### config.mk
export PLATFORM = sky130hd
export DESIGN_NAME = ram_maestro_flat
export DESIGN_NICKNAME = d
export VERILOG_FILES = /design/src/rtl/ram_maestro_if.sv /design/src/rtl/ram_maestro.sv /design/src/flat_wrapper.sv
export SDC_FILE = /design/constraint.sdc
export NUM_CORES = 1
export LEC_CHECK = 0
export BUFFER_PORTS_ARGS = -buffer_cell sky130_fd_sc_hd__buf_4
export CAP_MARGIN = 5
export CORE_MARGIN = 2
export CORE_UTILIZATION = 40
export DETAILED_ROUTE_END_ITERATION = 8
export PLACE_DENSITY_LB_ADDON = 0.15
export SKIP_CTS_REPAIR_TIMING = 1
export SLEW_MARGIN = 30
export SYNTH_ARGS = -nofsm -noshare
export SYNTH_HDL_FRONTEND = slang
export SYNTH_SLANG_ARGS = --single-unit
export TNS_END_PERCENT = 100
### constraint.sdc
create_clock -name clk -period 2.45 [get_ports clk]
set_clock_uncertainty 0.1 [all_clocks]
set_input_delay 0.245 -clock clk [delete_from_list [all_inputs] [get_ports clk]]
set_output_delay 0.245 -clock clk [all_outputs]
set_load 0.01 [all_outputs]
### src/rtl/ram_maestro_if.sv
// Command, RAM and stream bundle between ram_maestro and its neighbours.
// No logic and no latency; it only groups the wires.
// Backpressure travels on the ent_* and sal_* valid/ready pairs.
//
// master: the sequencer. It drives the RAM bus, the status and the stream handshakes.
// slave : the environment. It drives the command, the RAM read data and the stream inputs.
interface ram_maestro_if #(
    parameter int AW = 8,
    parameter int DW = 8
);
    logic          inicio;
    logic          modo;
    logic [AW-1:0] dir_base;
    logic [AW-1:0] longitud;
    logic          ocupado;
    logic          hecho;
    logic [AW-1:0] ram_dir;
    logic [DW-1:0] ram_dato_e;
    logic          ram_en;
    logic [DW-1:0] ram_dato_s;
    logic [DW-1:0] ent_dato;
    logic          ent_valido;
    logic          ent_listo;
    logic [DW-1:0] sal_dato;
    logic          sal_valido;
    logic          sal_listo;

    modport master (
        input  inicio, modo, dir_base, longitud, ram_dato_s,
               ent_dato, ent_valido, sal_listo,
        output ocupado, hecho, ram_dir, ram_dato_e, ram_en,
               ent_listo, sal_dato, sal_valido
    );

    modport slave (
        output inicio, modo, dir_base, longitud, ram_dato_s,
               ent_dato, ent_valido, sal_listo,
        input  ocupado, hecho, ram_dir, ram_dato_e, ram_en,
               ent_listo, sal_dato, sal_valido
    );
endinterface

### src/rtl/ram_maestro.sv
// Burst sequencer for a single-port synchronous RAM: a read burst sends RAM words out on sal_*, and a write burst writes ent_* words into the RAM.
// Latency: a read takes 3 cycles per word and a write takes 2 cycles per word; hecho rises 1 cycle after the last word.
// Backpressure: a read word is held on sal_* until sal_listo, and a write waits in ESC_ESPERA until ent_valido.
//
// Ports: clk, rst (async, active high), bus (ram_maestro_if.master).
// The command is inicio/modo/dir_base/longitud. The status outputs are ocupado/hecho.
// The RAM bus is ram_dir/ram_dato_e/ram_en/ram_dato_s.
// Optional: when RAM_MAESTRO_SUMA_EN is defined, the output suma carries the mod-2^DW sum of the words moved by the current command.
// Every output comes straight from a flop. No input reaches an output combinationally.
module ram_maestro #(
    parameter int AW      = 8,
    parameter int DW      = 8,
    parameter int MAX_DIR = 10
) (
    input  logic            clk,
    input  logic            rst,
`ifdef RAM_MAESTRO_SUMA_EN
    output logic [DW-1:0]   suma,
`endif
    ram_maestro_if.master   bus
);

    localparam logic [AW-1:0] MAX_D = AW'(MAX_DIR);

    typedef enum logic [2:0] {
        REPOSO,
        LEE_DIR,
        LEE_ESPERA,
        LEE_ENTREGA,
        ESC_ESPERA,
        ESC_PULSO,
        FIN
    } estado_t;

    estado_t       estado_q,     estado_d;
    logic [AW-1:0] dir_actual_q, dir_actual_d;
    logic [AW-1:0] restantes_q,  restantes_d;
    logic [AW-1:0] ram_dir_q,    ram_dir_d;
    logic [DW-1:0] ram_dato_e_q, ram_dato_e_d;
    logic          ram_en_q,     ram_en_d;
    logic          ocupado_q,    ocupado_d;
    logic          hecho_q,      hecho_d;
    logic          ent_listo_q,  ent_listo_d;
    logic [DW-1:0] sal_dato_q,   sal_dato_d;
    logic          sal_valido_q, sal_valido_d;
`ifdef RAM_MAESTRO_SUMA_EN
    logic [DW-1:0] suma_q,       suma_d;
`endif

    // A start address above MAX_DIR is used once, and the following address wraps to 0.
    function automatic logic [AW-1:0] dir_sig(input logic [AW-1:0] d);
        return (d >= MAX_D) ? '0 : d + 1'b1;
    endfunction

    always_comb begin
        estado_d     = estado_q;
        dir_actual_d = dir_actual_q;
        restantes_d  = restantes_q;
        ram_dir_d    = ram_dir_q;
        ram_dato_e_d = ram_dato_e_q;
        sal_dato_d   = sal_dato_q;
        sal_valido_d = sal_valido_q;
`ifdef RAM_MAESTRO_SUMA_EN
        suma_d       = suma_q;
`endif
        case (estado_q)
            REPOSO: begin
                if (bus.inicio) begin
                    dir_actual_d = bus.dir_base;
                    restantes_d  = bus.longitud;
`ifdef RAM_MAESTRO_SUMA_EN
                    suma_d       = '0;
`endif
                    if (bus.longitud == '0) begin
                        estado_d = FIN;
                    end else if (!bus.modo) begin
                        estado_d  = LEE_DIR;
                        ram_dir_d = bus.dir_base;
                    end else begin
                        estado_d = ESC_ESPERA;
                    end
                end
            end
            LEE_DIR: begin
                estado_d = LEE_ESPERA;
            end
            LEE_ESPERA: begin
                // The RAM registered ram_dir on the previous edge, so its output is valid now.
                sal_dato_d   = bus.ram_dato_s;
                sal_valido_d = 1'b1;
                estado_d     = LEE_ENTREGA;
            end
            LEE_ENTREGA: begin
                if (bus.sal_listo) begin
                    sal_valido_d = 1'b0;
                    restantes_d  = restantes_q - 1'b1;
                    dir_actual_d = dir_sig(dir_actual_q);
`ifdef RAM_MAESTRO_SUMA_EN
                    suma_d       = suma_q + sal_dato_q;
`endif
                    if (restantes_q == AW'(1)) begin
                        estado_d = FIN;
                    end else begin
                        estado_d  = LEE_DIR;
                        ram_dir_d = dir_sig(dir_actual_q);
                    end
                end
            end
            ESC_ESPERA: begin
                if (bus.ent_valido) begin
                    ram_dir_d    = dir_actual_q;
                    ram_dato_e_d = bus.ent_dato;
`ifdef RAM_MAESTRO_SUMA_EN
                    suma_d       = suma_q + bus.ent_dato;
`endif
                    estado_d     = ESC_PULSO;
                end
            end
            ESC_PULSO: begin
                restantes_d  = restantes_q - 1'b1;
                dir_actual_d = dir_sig(dir_actual_q);
                estado_d     = (restantes_q == AW'(1)) ? FIN : ESC_ESPERA;
            end
            FIN: begin
                estado_d = REPOSO;
            end
            default: begin
                estado_d = REPOSO;
            end
        endcase

        // These status outputs depend only on the next state, so each one is a clean flop output.
        ram_en_d    = (estado_d == ESC_PULSO);
        ocupado_d   = (estado_d != REPOSO);
        hecho_d     = (estado_d == FIN);
        ent_listo_d = (estado_d == ESC_ESPERA);
    end

    always_ff @(posedge clk or posedge rst) begin
        if (rst) begin
            estado_q     <= REPOSO;
            dir_actual_q <= '0;
            restantes_q  <= '0;
            ram_dir_q    <= '0;
            ram_dato_e_q <= '0;
            ram_en_q     <= 1'b0;
            ocupado_q    <= 1'b0;
            hecho_q      <= 1'b0;
            ent_listo_q  <= 1'b0;
            sal_dato_q   <= '0;
            sal_valido_q <= 1'b0;
`ifdef RAM_MAESTRO_SUMA_EN
            suma_q       <= '0;
`endif
        end else begin
            estado_q     <= estado_d;
            dir_actual_q <= dir_actual_d;
            restantes_q  <= restantes_d;
            ram_dir_q    <= ram_dir_d;
            ram_dato_e_q <= ram_dato_e_d;
            ram_en_q     <= ram_en_d;
            ocupado_q    <= ocupado_d;
            hecho_q      <= hecho_d;
            ent_listo_q  <= ent_listo_d;
            sal_dato_q   <= sal_dato_d;
            sal_valido_q <= sal_valido_d;
`ifdef RAM_MAESTRO_SUMA_EN
            suma_q       <= suma_d;
`endif
        end
    end

    assign bus.ram_dir    = ram_dir_q;
    assign bus.ram_dato_e = ram_dato_e_q;
    assign bus.ram_en     = ram_en_q;
    assign bus.ocupado    = ocupado_q;
    assign bus.hecho      = hecho_q;
    assign bus.ent_listo  = ent_listo_q;
    assign bus.sal_dato   = sal_dato_q;
    assign bus.sal_valido = sal_valido_q;
`ifdef RAM_MAESTRO_SUMA_EN
    assign suma           = suma_q;
`endif

endmodule

### src/flat_wrapper.sv
// flat-port wrapper written by rule: the top's interface ports become plain ports
module ram_maestro_flat 
#(
    parameter int AW      = 8,
    parameter int DW      = 8,
    parameter int MAX_DIR = 10
)
  (clk, rst, bus_inicio, bus_modo, bus_dir_base, bus_longitud, bus_ram_dato_s, bus_ent_dato, bus_ent_valido, bus_sal_listo, bus_ocupado, bus_hecho, bus_ram_dir, bus_ram_dato_e, bus_ram_en, bus_ent_listo, bus_sal_dato, bus_sal_valido);
  ram_maestro_if #(.AW(AW), .DW(DW)) bus_i ();
  input  logic clk;
  input  logic rst;
  input wire logic [$bits(bus_i.inicio)-1:0] bus_inicio;
  input wire logic [$bits(bus_i.modo)-1:0] bus_modo;
  input wire logic [$bits(bus_i.dir_base)-1:0] bus_dir_base;
  input wire logic [$bits(bus_i.longitud)-1:0] bus_longitud;
  input wire logic [$bits(bus_i.ram_dato_s)-1:0] bus_ram_dato_s;
  input wire logic [$bits(bus_i.ent_dato)-1:0] bus_ent_dato;
  input wire logic [$bits(bus_i.ent_valido)-1:0] bus_ent_valido;
  input wire logic [$bits(bus_i.sal_listo)-1:0] bus_sal_listo;
  output wire logic [$bits(bus_i.ocupado)-1:0] bus_ocupado;
  output wire logic [$bits(bus_i.hecho)-1:0] bus_hecho;
  output wire logic [$bits(bus_i.ram_dir)-1:0] bus_ram_dir;
  output wire logic [$bits(bus_i.ram_dato_e)-1:0] bus_ram_dato_e;
  output wire logic [$bits(bus_i.ram_en)-1:0] bus_ram_en;
  output wire logic [$bits(bus_i.ent_listo)-1:0] bus_ent_listo;
  output wire logic [$bits(bus_i.sal_dato)-1:0] bus_sal_dato;
  output wire logic [$bits(bus_i.sal_valido)-1:0] bus_sal_valido;
  assign bus_i.inicio = bus_inicio;
  assign bus_i.modo = bus_modo;
  assign bus_i.dir_base = bus_dir_base;
  assign bus_i.longitud = bus_longitud;
  assign bus_i.ram_dato_s = bus_ram_dato_s;
  assign bus_i.ent_dato = bus_ent_dato;
  assign bus_i.ent_valido = bus_ent_valido;
  assign bus_i.sal_listo = bus_sal_listo;
  assign bus_ocupado = bus_i.ocupado;
  assign bus_hecho = bus_i.hecho;
  assign bus_ram_dir = bus_i.ram_dir;
  assign bus_ram_dato_e = bus_i.ram_dato_e;
  assign bus_ram_en = bus_i.ram_en;
  assign bus_ent_listo = bus_i.ent_listo;
  assign bus_sal_dato = bus_i.sal_dato;
  assign bus_sal_valido = bus_i.sal_valido;
  ram_maestro #(.AW(AW), .DW(DW), .MAX_DIR(MAX_DIR)) u_core (.clk(clk), .rst(rst), .bus(bus_i));
endmodule
; After elaboration in Yosys (flattened, before gate mapping)
; Index checks and enable logic that the tools add are counted.
[word_totals]
memories = 0
ramBits = 0
output_inout_bits = 29
in_bits = 38
romBits = 0
elab_cells = 63
register_bits = 48
latch_bits = 0
[classes]
div = 0
n_shift = 0
bitwise_logic = 0
n_mul = 0
eq_ne = 15
n_addsub = 2
mux = 24
n_lt_le_gt_ge = 1
reduce_logical = 10
[op_table]
columns = operator, n
row1 = $mux 8, 11
row2 = $pmux 8 s3, 3
row3 = $mux 3, 6
row4 = $pmux 3 s6, 1
row5 = $eq 3x3->1 const B, 5
row6 = $ne 2x2->1 const B, 6
row7 = $reduce_bool 3->1, 3
row8 = $add 8x1->8 const B, 1
row9 = $eq 8x1->1 const B, 1
row10 = $ge 8x4->1 const B, 1
row11 = $logic_not 8->1, 1
row12 = $sub 8x1->8 const B, 1
row13 = $reduce_and 7->1, 1
row14 = $eq 3x2->1 const B, 2
row15 = $reduce_and 2->1, 2
row16 = $eq 3x1->1 const B, 1
row17 = $logic_not 3->1, 1
row18 = $reduce_and 3->1, 1
row19 = $mux 2, 1
row20 = $pmux 1 s2, 1
row21 = $reduce_bool 2->1, 1
row22 = $mux 1, 1

; Longest topological paths before layout
[logic_depth]
depth_word = 5
depth_mapped = 6
mapped_depth_nobuf = 6

; Worst setup path after synthesis
; Ideal clock, no wire load.
[synth_path]
path_type = reg2reg
start = reg u_core.restantes_q[1]
end = reg u_core.ram_dir_q[0], in the netlist u_core.bus.ram_dir[0]
path_slack_ns = 0.483
n_path_buf = 0
path_stages_with_launch = 7
setup_time_ns = 0.125
required_time_ns = 2.225
synth_period_minus_slack_ns = 1.967
arrival_time_ns = 1.743
path_cell_list = dfrtp_1 inv_1 ha_1 or4b_1 o21ai_1 a311oi_4 mux2_2
[synth_via]
elab_chain_cells = 3
[synth_rtl]
columns = item, line
row1 = from (decl), ram_maestro.sv:37  ; logic [AW-1:0] restantes_q, restantes_d;
row2 = from (signal assigned), ram_maestro.sv:158  ; restantes_q <= restantes_d;
row3 = $eq 8x1->1, ram_maestro.sv:101  ; if (restantes_q == AW'(1)) begin
row4 = $ne 2x2->1 (no line), -
row5 = $reduce_and 7->1 (no line), -
row6 = to (signal assigned), ram_maestro.sv:159  ; ram_dir_q <= ram_dir_d;
row7 = to (decl), ram_maestro.sv:38  ; logic [AW-1:0] ram_dir_q, ram_dir_d;
; Every way passes these cells.
; A chain may end at the register's enable or synchronous reset.

; Final worst setup path
[layout_path]
start = reg u_core.restantes_q[1]
end = reg u_core.ram_dir_q[7], in the netlist u_core.bus.ram_dir[7]
; Same word-level chain as after synthesis.

==> results.sh <==
export IMPL_outcome="finished, final reports clean"
export IMPL_antenna_cells=0
export IMPL_drt_met1_wl_um=2800
export IMPL_cp_data_required_time_ns=2.53
export IMPL_dieWidth_um=83.9
export IMPL_setup_total_negative_slack_ns=0
export IMPL_worstMarginPinSlew_ns=0.630
export IMPL_postSynth_asyncResetShare=1.00
export IMPL_synth_enable_flop_cells=0
export IMPL_r2r_slack_ns=0.26
export IMPL_cts_sinks=48
export IMPL_postRouteAntennaNets=0
export IMPL_tritoncts="built"
export IMPL_final_setup_viol_count=0
export IMPL_postSynthRegisterBits=48
export IMPL_cap_viol_max_count=0
export IMPL_crit_path_start="u_core.restantes_q[1]"
export IMPL_syn_inst=241
export IMPL_utilization=0.520
export IMPL_maxUsedRoutingLayer="met4"
export IMPL_finalHoldWorstSlack_ns=0.0753
export IMPL_timing_rr_start="u_core.restantes_q[1]"
export IMPL_static_leakage_power_nw=1.49
export IMPL_initial_utilization=0.407
export IMPL_timing_hold_worst_class="in2reg"
export IMPL_cts_root_buf="sky130_fd_sc_hd__clkbuf_8"
export IMPL_setup_worst_path_end="u_core.bus.ram_dir[7]"
export IMPL_power_per_cell_area_nw_per_um2=1240
export IMPL_synthesis_area_sq_um=2560
export IMPL_fp_coreArea_sq_um=6280
export IMPL_antenna_found_initial=0
export IMPL_post_route_cells_drive_above_1_share=0.369
export IMPL_routed_wl_met2_um=2760
export IMPL_drv_slew=0
export IMPL_report_power_total_mw=4.04
export IMPL_netlist_top_cell_by_area="sky130_fd_sc_hd__dfrtp_1"
export IMPL_finish_instance_area_sq_um=3260
export IMPL_floorplan_rows=29
export IMPL_path_max_fanout=8
export IMPL_critPathKind="reg2reg"
export IMPL_cp_start_kind="flop"
export IMPL_drt_drc_violations_left=0
export IMPL_place_area_sq_um=3160
export IMPL_syn_to_final_growth_pct=27.7
export IMPL_synth_seq_area_share=0.470
export IMPL_met3_wirelength_um=325
export IMPL_ys_dominant_reg_cell="sky130_fd_sc_hd__dfrtp_1"
export IMPL_synth_top_cells_by_area="sky130_fd_sc_hd__dfrtp_1 (47%), sky130_fd_sc_hd__mux2_2 (11%), sky130_fd_sc_hd__nand2_1 (3.5%), sky130_fd_sc_hd__o22ai_1 (2.7%), sky130_fd_sc_hd__nand3_1 (2.5%)"
export IMPL_detailedPlace_worstSlack_ns=0.275
export IMPL_yosysWarningCount=0
export IMPL_detailroute_via_count=2130
export IMPL_gpl_final_weighted_congestion=0.828
export IMPL_slew_headroom=0.579
export IMPL_drt_wirelength_per_cell_um=15.4
export IMPL_irDropWorstVdd_v=0.000548
export IMPL_reg_clk_slew_reported_paths_ns=0.09
export IMPL_cts_buffer_depth=2
export IMPL_post_synthesis_cell_type_count=52
export IMPL_via_per_inst=5.48
export IMPL_layout_setup_ws_ns=0.259
export IMPL_pin_count_of_the_biggest_net_entering_global_routing=28
export IMPL_timing_final_crit_share=0.894
export IMPL_crit_arrival_ns=2.27
export IMPL_drt_first_iter_violations=156
export IMPL_number_of_global_route_vias_before_repair=2162
export IMPL_track_usage=0.183
export IMPL_clock_tree_htree_level_count=2
export IMPL_final_nets=354
export IMPL_num_io_pins=67
export IMPL_worst_r2r_path_depth=7
export IMPL_clk_insertion_delay_late_ns=0.30
export IMPL_timing_final_hold_violations=0
export IMPL_max_freq_mhz=456
export IMPL_fp_dieArea_sq_um=7050
export IMPL_postSynthNetCount=283
export IMPL_grt_ovfl_total=0
export IMPL_instances_no_fill=389
export IMPL_number_of_buffers_inserted_during_clock_tree_synthesis=5
export IMPL_dieHeight_um=83.9
export IMPL_syn_avg_cell_area_sq_um=10.6
export IMPL_wire_length_reported_by_the_detailed_router_um=6000
export IMPL_critical_path_endpoint_type="flop"
export IMPL_post_route_min_period_ns=2.19
export IMPL_r2r_end="u_core.bus.ram_dir[7]"
export IMPL_io_buffer_count=66
export IMPL_numPlacedInstances=381
export IMPL_netlist_area_leader_share=0.470
export IMPL_global_route_wire_length_before_repair_um=10500
export IMPL_drtPass1Iterations=4
export IMPL_dp_hpwl_um=4410
export IMPL_grt_setup_unrepaired="false"
-- cell usage after synthesis (all sizes together) (3+ instances only) --
cell	count
and3	3
inv	8
ha	4
o32ai	3
nor4	3
mux2	26
a21oi	9
nand2	24
o21ai	14
clkbuf	3
nor3	4
nand3	13
o2bb2ai	3
o22ai	11
nor2	6
nor4b	3
a21boi	4
mux2i	5
nor2b	3
buf	10
dfrtp	48
-- where the power goes --
group | internal [mW] | leakage, nW | total (mW) | switching [mW]
clock network | 0.252 | 0.0503 | 0.506 | 0.254
logic | 1.08 | 0.853 | 2.09 | 1.01
registers | 1.15 | 0.589 | 1.44 | 0.298
total | 2.48 | 1.49 | 4.04 | 1.56
-- final cells by class --
| type | count | area [sq um] |
|---|---|---|
| clock buffers | 7 | 96.3 |
| fillers | 584 | 3010 |
| inverters | 8 | 30.0 |
| multi-input cells | 172 | 1250 |
| flip-flops and latches | 48 | 1200 |
| well taps | 77 | 96.3 |
| repair buffers | 77 | 593 |
-- worst max-delay path, cell delays in order (launching register included) --
cell and delay (ns):
sky130_fd_sc_hd__dfrtp_1 0.42, sky130_fd_sc_hd__inv_1 0.10, sky130_fd_sc_hd__ha_1 0.15, sky130_fd_sc_hd__or4b_1 0.50, sky130_fd_sc_hd__o21ai_1 0.23, sky130_fd_sc_hd__a311oi_4 0.11, sky130_fd_sc_hd__buf_4 0.20, sky130_fd_sc_hd__mux2_2 0.27
-- worst min path at each step --
stage / slack (ns) / startpoint / cells after the start / endpoint
2_1_floorplan: 0.28 / bus_dir_base[4] / 2 / u_core.dir_actual_q[4]
3_3_place_gp: 0.26 / rst / 2 / u_core.bus.ram_dato_e[3]
3_5_place_dp: 0.27 / rst / 2 / u_core.bus.ram_dato_e[3]
4_1_cts: -0.06 / rst / 2 / u_core.restantes_q[4]
5_1_grt: 0.06 / bus_ent_dato[4] / 2 / u_core.bus.ram_dato_e[4]
6_report: 0.08 / bus_ent_dato[5] / 2 / u_core.bus.ram_dato_e[5]
-- registers in the layout (all words and copies together) (netlist names) --
signal,flops
u_core.bus.sal_valido,1
u_core.estado_q,3
u_core.bus.hecho,1
u_core.bus.ram_dato_e,8
u_core.restantes_q,8
u_core.bus.ram_en,1
u_core.bus.sal_dato,8
u_core.dir_actual_q,8
u_core.bus.ent_listo,1
u_core.bus.ram_dir,8
u_core.bus.ocupado,1
-- layout by cell type (no fill, tap or decap), types with 3 or more instances in the layout --
| cell type | count |
|---|---|
| sky130_fd_sc_hd__o22ai_1 | 11 |
| sky130_fd_sc_hd__nand2_1 | 24 |
| sky130_fd_sc_hd__dfrtp_1 | 48 |
| sky130_fd_sc_hd__o2bb2ai_1 | 3 |
| sky130_fd_sc_hd__nor3_1 | 4 |
| sky130_fd_sc_hd__nand3_1 | 13 |
| sky130_fd_sc_hd__a21oi_1 | 9 |
| sky130_fd_sc_hd__a21boi_0 | 4 |
| sky130_fd_sc_hd__o32ai_1 | 3 |
| sky130_fd_sc_hd__and3_1 | 3 |
| sky130_fd_sc_hd__ha_1 | 4 |
| sky130_fd_sc_hd__nor2_1 | 5 |
| sky130_fd_sc_hd__buf_4 | 75 |
| sky130_fd_sc_hd__o21ai_0 | 12 |
| sky130_fd_sc_hd__inv_1 | 7 |
| sky130_fd_sc_hd__mux2_2 | 26 |
| sky130_fd_sc_hd__clkbuf_8 | 7 |
| sky130_fd_sc_hd__nor4b_1 | 3 |
| sky130_fd_sc_hd__mux2i_1 | 5 |
| sky130_fd_sc_hd__nor2b_1 | 3 |
| sky130_fd_sc_hd__nor4_1 | 3 |
-- logic make-up (layout without fill, tap and decap cells) --
| kind of cell | count (synthesis) | count (layout) | share of synthesized area |
|---|---|---|---|
| AOI/OAI and AO/OA | 62 | 62 | 0.177 |
| xor gates and xnor gates | 2 | 2 | 0.00685 |
| adders and majority gates | 4 | 4 | 0.0196 |
| buffers and inverters | 21 | 92 | 0.0421 |
| DFF | 48 | 48 | 0.470 |
| muxes | 31 | 31 | 0.134 |
| and+or+nand+nor | 73 | 73 | 0.151 |
-- layer usage --
layer,GRT usage,vias to the layer above
li1,-,1036
met2,0.279,52
met5,0,-
met3,0.0475,10
met4,0.0587,0
met1,0.256,1032
No activity file was read; power rests on OpenSTA's default activity.
